### src/rtl/cle_sram_arb.sv
// ---------------------------------------------------------------------------
// cle_sram_arb
//
// Arbitrates the single-ported 1024x8 CLE label SRAM between two requesters:
//   requester 0 = label writer, requester 1 = equivalence/merge unit.
// Round-robin grant with an optional lock for read-modify-write sequences.
// A watchdog forcibly releases a lock that sits idle for LOCK_MAX cycles.
// All SRAM-side outputs are registered. Read data returns with a fixed
// latency: rvalidi is high in the cycle after edge N+2 for a read accepted
// at edge N.
//
// Ports:
//   clk               clock, rising edge
//   reset             asynchronous active-high reset
//   req0/req1         requester wants a transfer this cycle
//   we0/we1           1 = write, 0 = read
//   lock0/lock1       keep the grant after this transfer
//   addr0/addr1       transfer address (AW bits)
//   wdata0/wdata1     write data (DW bits)
//   gnt0/gnt1         combinational grant; accept = reqi & gnti at a rising edge
//   rvalid0/rvalid1   read data valid on rdata this cycle
//   rdata             shared read data, passthrough of sram_q
//   lock_err          one-cycle pulse when the watchdog drops a lock
//   sram_a/sram_d     registered SRAM address / write data
//   sram_wen          registered SRAM write enable, active-low
//   sram_q            SRAM read data
// ---------------------------------------------------------------------------
module cle_sram_arb #(
   parameter int AW       = 10,
   parameter int DW       = 8,
   parameter int LOCK_MAX = 16
) (
   input  logic          clk,
   input  logic          reset,
   input  logic          req0,
   input  logic          req1,
   input  logic          we0,
   input  logic          we1,
   input  logic          lock0,
   input  logic          lock1,
   input  logic [AW-1:0] addr0,
   input  logic [AW-1:0] addr1,
   input  logic [DW-1:0] wdata0,
   input  logic [DW-1:0] wdata1,
   output logic          gnt0,
   output logic          gnt1,
   output logic          rvalid0,
   output logic          rvalid1,
   output logic [DW-1:0] rdata,
   output logic          lock_err,
   output logic [AW-1:0] sram_a,
   output logic [DW-1:0] sram_d,
   output logic          sram_wen,
   input  logic [DW-1:0] sram_q
);

   localparam logic [1:0] ST_OPEN  = 2'd0;
   localparam logic [1:0] ST_LOCK0 = 2'd1;
   localparam logic [1:0] ST_LOCK1 = 2'd2;

   // Watchdog fires on the idle cycle that would bring the count to LOCK_MAX.
   localparam logic [7:0] WD_LAST = 8'(LOCK_MAX - 1);

   logic [1:0]    state_r;
   logic [1:0]    state_nxt_s;
   logic          prio_r;
   logic          prio_nxt_s;
   logic [7:0]    wd_cnt_r;
   logic [7:0]    wd_cnt_nxt_s;
   logic          wd_fire_s;
   logic          gnt0_s;
   logic          gnt1_s;
   logic          acc0_s;
   logic          acc1_s;
   logic          lock_err_r;
   logic [AW-1:0] sram_a_r;
   logic [DW-1:0] sram_d_r;
   logic          sram_wen_r;
   // [0]: read issued on the SRAM pins, [1]: read sampled by the SRAM
   logic [1:0]    rd0_pipe_r;
   logic [1:0]    rd1_pipe_r;
   logic          rvalid0_r;
   logic          rvalid1_r;

   // Grant decode: round-robin when open, owner-only when locked.
   always_comb begin
      gnt0_s = 1'b0;
      gnt1_s = 1'b0;
      case (state_r)
         ST_OPEN: begin
            if (req0 && req1) begin
               if (prio_r) begin
                  gnt1_s = 1'b1;
               end else begin
                  gnt0_s = 1'b1;
               end
            end else begin
               gnt0_s = req0;
               gnt1_s = req1;
            end
         end
         ST_LOCK0: gnt0_s = req0;
         ST_LOCK1: gnt1_s = req1;
         default: begin
            gnt0_s = 1'b0;
            gnt1_s = 1'b0;
         end
      endcase
   end

   assign acc0_s = req0 & gnt0_s;
   assign acc1_s = req1 & gnt1_s;

   // Next arbiter state, priority pointer and watchdog count.
   // An owner transfer is checked before the watchdog, so it wins a tie.
   always_comb begin
      state_nxt_s  = state_r;
      prio_nxt_s   = prio_r;
      wd_cnt_nxt_s = wd_cnt_r;
      wd_fire_s    = 1'b0;
      if (acc0_s) begin
         wd_cnt_nxt_s = 8'd0;
         if (lock0) begin
            state_nxt_s = ST_LOCK0;
         end else begin
            state_nxt_s = ST_OPEN;
            prio_nxt_s  = 1'b1;
         end
      end else if (acc1_s) begin
         wd_cnt_nxt_s = 8'd0;
         if (lock1) begin
            state_nxt_s = ST_LOCK1;
         end else begin
            state_nxt_s = ST_OPEN;
            prio_nxt_s  = 1'b0;
         end
      end else if ((state_r == ST_LOCK0) || (state_r == ST_LOCK1)) begin
         if (wd_cnt_r == WD_LAST) begin
            wd_fire_s    = 1'b1;
            wd_cnt_nxt_s = 8'd0;
            state_nxt_s  = ST_OPEN;
            prio_nxt_s   = (state_r == ST_LOCK0) ? 1'b1 : 1'b0;
         end else begin
            wd_cnt_nxt_s = wd_cnt_r + 8'd1;
         end
      end else begin
         wd_cnt_nxt_s = 8'd0;
      end
   end

   // Arbiter state registers and watchdog pulse.
   always_ff @(posedge clk or posedge reset) begin
      if (reset) begin
         state_r    <= ST_OPEN;
         prio_r     <= 1'b0;
         wd_cnt_r   <= 8'd0;
         lock_err_r <= 1'b0;
      end else begin
         state_r    <= state_nxt_s;
         prio_r     <= prio_nxt_s;
         wd_cnt_r   <= wd_cnt_nxt_s;
         lock_err_r <= wd_fire_s;
      end
   end

   // SRAM pin registers: load from the winner, otherwise idle the write enable.
   always_ff @(posedge clk or posedge reset) begin
      if (reset) begin
         sram_a_r   <= '0;
         sram_d_r   <= '0;
         sram_wen_r <= 1'b1;
      end else if (acc0_s) begin
         sram_a_r   <= addr0;
         sram_d_r   <= wdata0;
         sram_wen_r <= ~we0;
      end else if (acc1_s) begin
         sram_a_r   <= addr1;
         sram_d_r   <= wdata1;
         sram_wen_r <= ~we1;
      end else begin
         sram_wen_r <= 1'b1;
      end
   end

   // Read-return tracking: issue flag follows the SRAM pins, then two stages
   // to line up with the SRAM output; reset drops any reads in flight.
   always_ff @(posedge clk or posedge reset) begin
      if (reset) begin
         rd0_pipe_r <= 2'b00;
         rd1_pipe_r <= 2'b00;
         rvalid0_r  <= 1'b0;
         rvalid1_r  <= 1'b0;
      end else begin
         rd0_pipe_r <= {rd0_pipe_r[0], acc0_s & ~we0};
         rd1_pipe_r <= {rd1_pipe_r[0], acc1_s & ~we1};
         rvalid0_r  <= rd0_pipe_r[1];
         rvalid1_r  <= rd1_pipe_r[1];
      end
   end

   assign gnt0     = gnt0_s;
   assign gnt1     = gnt1_s;
   assign rvalid0  = rvalid0_r;
   assign rvalid1  = rvalid1_r;
   assign rdata    = sram_q;
   assign lock_err = lock_err_r;
   assign sram_a   = sram_a_r;
   assign sram_d   = sram_d_r;
   assign sram_wen = sram_wen_r;

endmodule

### config.mk
export PLATFORM = sky130hd
export DESIGN_NAME = cle_sram_arb
export DESIGN_NICKNAME = d
export VERILOG_FILES = /design/src/rtl/cle_sram_arb.sv
export SDC_FILE = /design/constraint.sdc
export NUM_CORES = 1
export LEC_CHECK = 0
export CORE_ASPECT_RATIO = 2
export CORE_MARGIN = 2
export CORE_UTILIZATION = 35
export CTS_CLUSTER_DIAMETER = 60
export DETAILED_ROUTE_END_ITERATION = 10
export GPL_TIMING_DRIVEN = 0
export PLACE_DENSITY = 0.7
export SYNTH_ARGS = -nofsm -noshare
export SYNTH_HDL_FRONTEND = slang
export SYNTH_SLANG_ARGS = --single-unit
### constraint.sdc
create_clock -name clk -period 4.9 [get_ports clk]
set_input_delay 1.225 -clock clk [delete_from_list [all_inputs] [get_ports clk]]
set_output_delay 1.225 -clock clk [all_outputs]
set_load 0.05 [all_outputs]
# Yosys cells after proc, flatten, opt, wreduce, memory -nomap -nowiden
# Cells that the tools add are included.
# Widths: inputs -> output; s select.
# op_classes
addsub,1
eq_ne,5
n_mux,33
n_bitwise,6
reduce_logical,8
# ops
op,n
$mux 8,6
$mux 10,2
$mux 1,18
$mux 2,5
$add 8x1->8 const B,1
$eq 8x4->1 const B,1
$reduce_bool 3->1,2
$and 1x1->1,4
$pmux 1 s2,2
$reduce_and 4->1,1
$ne 3x3->1 const B,1
$eq 2x1->1 const B,1
$eq 2x2->1 const B,1
$logic_not 2->1,1
$ne 2x2->1 const B,1
$not 1->1,2
$reduce_and 2->1,1
$reduce_bool 2->1,1
$logic_and 1x1->1,1
$logic_or 1x1->1,1
# word_totals
ff_bits,37
input_bits,52
out_inout_bits,32
wordCells,64

# Logic depth before layout (Yosys ltp)
# logic_depth
ltp_word,6
ltp_mapped,8
ltp_nobuf,7

# Worst setup path after synthesis
# Ideal clock, no wire load.
# synth_timing
path_kind,in2out
from,input req1
to,output gnt0
t_arrival_ns,1.829
t_required_ns,3.675
setup_slack_ns,1.846
path_stages,4
n_path_buf,1
cell_sequence,a21boi_1 o21ai_2 inv_2 buf_2
# synth_between
elab_chain_len,3
# synth_rtl
element,line,text
"start, declared",36,"input logic req1,"
$logic_and 1x1->1,91,if (req0 && req1) begin
$mux 1,91,
$pmux 1 s2,89,case (state_r)
"end, declared",45,"output logic gnt0,"
# No other way between the ends.

# Worst setup path in the final report
# Same ends and word-level chain as after synthesis.

==> qor.csv <==
metric;value;unit
use_met3;4.43;%
io_buffers;75;
num-nets-final;303;
synth_common_cells;dfrtp_1, nand2_1, mux2i_1, o21ai_1, nor2_1;
dieArea;5730;um^2
slowest_delay;840;ps
wl_per_cell;14.0;um
worst-endpoint-arrival;3110;ps
core;4910;um^2
cts_sinks;37;
async_reset_ff_share;100;%
clockBufferDepth;2;
synth_seq_cells;37;
fmax;231;MHz
routed_via_density;4.74;
post_cts_buffers;0;
diodes;0;
io_pins;84;
ir_worst_vdd;0.419;mV
rows;36;
track_usage;16.5;%
grt_antenna_before_repair;0;
multi_input_area;734;um^2
hold_path.class;reg -> reg;
dp_hpwl;3310;um
dr.pass1.iters;2;
cts_tree;built;
leakagePower;1.18;nW
synth.area.top_cells;dfrtp_1, mux2i_1, o21ai_1, nand2_1, ha_1;
path_class;in -> out;
cp_slowest_cell;clkdlybuf4s50_1;
insertion_delay;290;ps
crit_cells;6;
critical_path.top_delay_family;buffers and inverters;
die_h;105;um
r2r_cells;7;
yosysWarnings;0;
cts_root_buf;clkbuf_8;
outcome;finished clean;
setup_tns;0;ps
timing.final.crit_period;4330;ps
crit_path_start_kind;primary input;
vias;1441;
synth_nets;221;
pre_cts_slack;556;ps
worstPathCellList;clkdlybuf4s50_1, a21boi_1, o21ai_2, inv_2, buf_2, clkdlybuf4s50_1;
routabilityCongestion;0.732;
syn_inst;164;
yosysTopAreaCell;dfrtp_1;
cts.clk_slew.worst_paths;70;ps
synth_most_common_cell;dfrtp_1;
syn_to_final_growth;52.4;%
crit_top_cell;clkdlybuf4s50_1;
cts.htree.levels;2;
grt_use_met2;30.2;%
grt_max_degree;38;
syn_area;1790;um^2
synth_ff_type;dfrtp_1;
instances_no_fill;304;
finalCritPeriodShare;88.4;%
globalRouteMet1Util;15.8;%
synth_cell_type_count;37;
overflow;0;
timing.final.ws_setup;568;ps
crit_required;3670;ps
final_hold_viol_count;0;
cts_hold_buffers;0;
fin_skew;8.23;ps
cp.buffers_inverters;4;
dp.cells;296;
relSlewSlack;48.1;%
drcViolationCount;0;
grt_pass1_vias;1452;
setup-violations-final;0;
yosysTopAreaCellShare;50.3;%
fillers;462;
ys_seq_area_share;51.8;%
grt_first_pass_wirelength;6770;um
cts_resized;0;
finalMaxSlewViolations;0;
cts_buffers;5;
worstSetupEndpointType;output pin;
holdPathStages;0;
power.density;634;nW/um^2
synth_edf_count;0;
cp_max_fo;10;
worst_pin_slew;777;ps
first_iter_violations;10;
start_util;36.4;%
drive_above_1_share;13.4;%
regToRegSetupSlack;3140;ps
grt-busiest-layer;met2;
wl;4260;um
hold_slack;349;ps
regArea;927;um^2
cap_violations;0;
fp.dieW;54.6;um
final_antenna_net_count;0;
syn_avg_cell_area;10.9;um^2
rsz0062_at_grt;false;
-- state kept, by name (all words and copies together), names as in the netlist --
register    flops
rd1_pipe_r      2
rvalid1         1
sram_wen        1
sram_a         10
sram_d          8
wd_cnt_r        8
state_r         2
rd0_pipe_r      2
rvalid0         1
prio_r          1
lock_err        1
-- report_power, final --
group / total [W] / switching, W / internal, W
Sequential: 0.000470 / 0.0000547 / 0.000415
Combinational: 0.000989 / 0.000620 / 0.000369
Clock: 0.000271 / 0.000105 / 0.000166
Total: 0.00173 / 0.000780 / 0.000951
-- cell usage in the layout, fill, tap and decap left out, drive strengths merged, types with 2 or more instances in the layout --
cell type / instances
clkdlybuf4s50: 75
dfrtp: 36
nand2: 22
o21ai: 21
mux2i: 18
buf: 13
nor2: 10
clkbuf: 8
inv: 7
ha: 5
and3: 4
xor2: 4
nor3b: 3
nand3: 3
and2: 3
xnor2: 2
-- path summary, 6_finish.rpt --
| path | from | end |
|---|---|---|
| max | req1 | gnt0 |
| min | rd1_pipe_r[1] | rvalid1 |
| max reg2reg | state_r[1] | sram_a[5] |
| min reg2reg | rd1_pipe_r[1] | rvalid1 |
| max in group asynchronous | reset | sram_a[4] |
| min in group asynchronous | reset | lock_err |
-- worst reg2reg max path, cell delays in order (launching register included) --
cell and delay [ps]:
dfrtp_1 410, inv_1 100, ha_1 190, a21boi_1 200, o21ai_2 120, inv_2 80, clkbuf_1 390, o21ai_1 140
-- cell type report --
type,count,share of cell area (%)
Sequential cell,37,34.0
Timing Repair Buffer,75,27.5
Multi-Input combinational cell,106,26.9
Buffer,14,3.72
Clock buffer,7,3.17
Tap cell,57,2.61
Clock inverter,1,1.10
Inverter,7,0.963
-- per-stage QoR --
step | cell area [um^2] | util, % | power [W]
2_1_floorplan | 1790 | - | 0.00116
3_3_place_gp | 2610 | 53.2 | 0.00147
3_5_place_dp | 2610 | 53.2 | 0.00148
4_1_cts | 2730 | 55.6 | 0.00176
5_1_grt | 2730 | 55.6 | 0.00184
6_report | 2730 | 55.6 | 0.00173
-- routing by layer --
| metal | vias to the layer above | part of all wire, % | routed length (um) |
|---|---|---|---|
| li1 | 709 | - | - |
| met1 | 686 | 35 | 1480 |
| met2 | 40 | 59 | 2500 |
| met3 | 6 | 4.5 | 190 |
| met4 | 0 | 2.1 | 88 |
| met5 | - | 0 | 0 |
-- cells by family (layout without fill, tap and decap cells) --
family                   Yosys count  count (layout)  synth area share (%)
flip-flops                        37              37                  51.8
AO/OA/AOI/OAI                     28              28                  9.51
AND/OR/NAND/NOR                   49              49                  15.0
buffers and inverters             21             104                  7.13
adder cells (fa/ha/maj)            5               5                  3.50
multiplexers                      18              18                  10.1
XOR/XNOR                           6               6                  2.94
(Power assumes the default switching activity.)
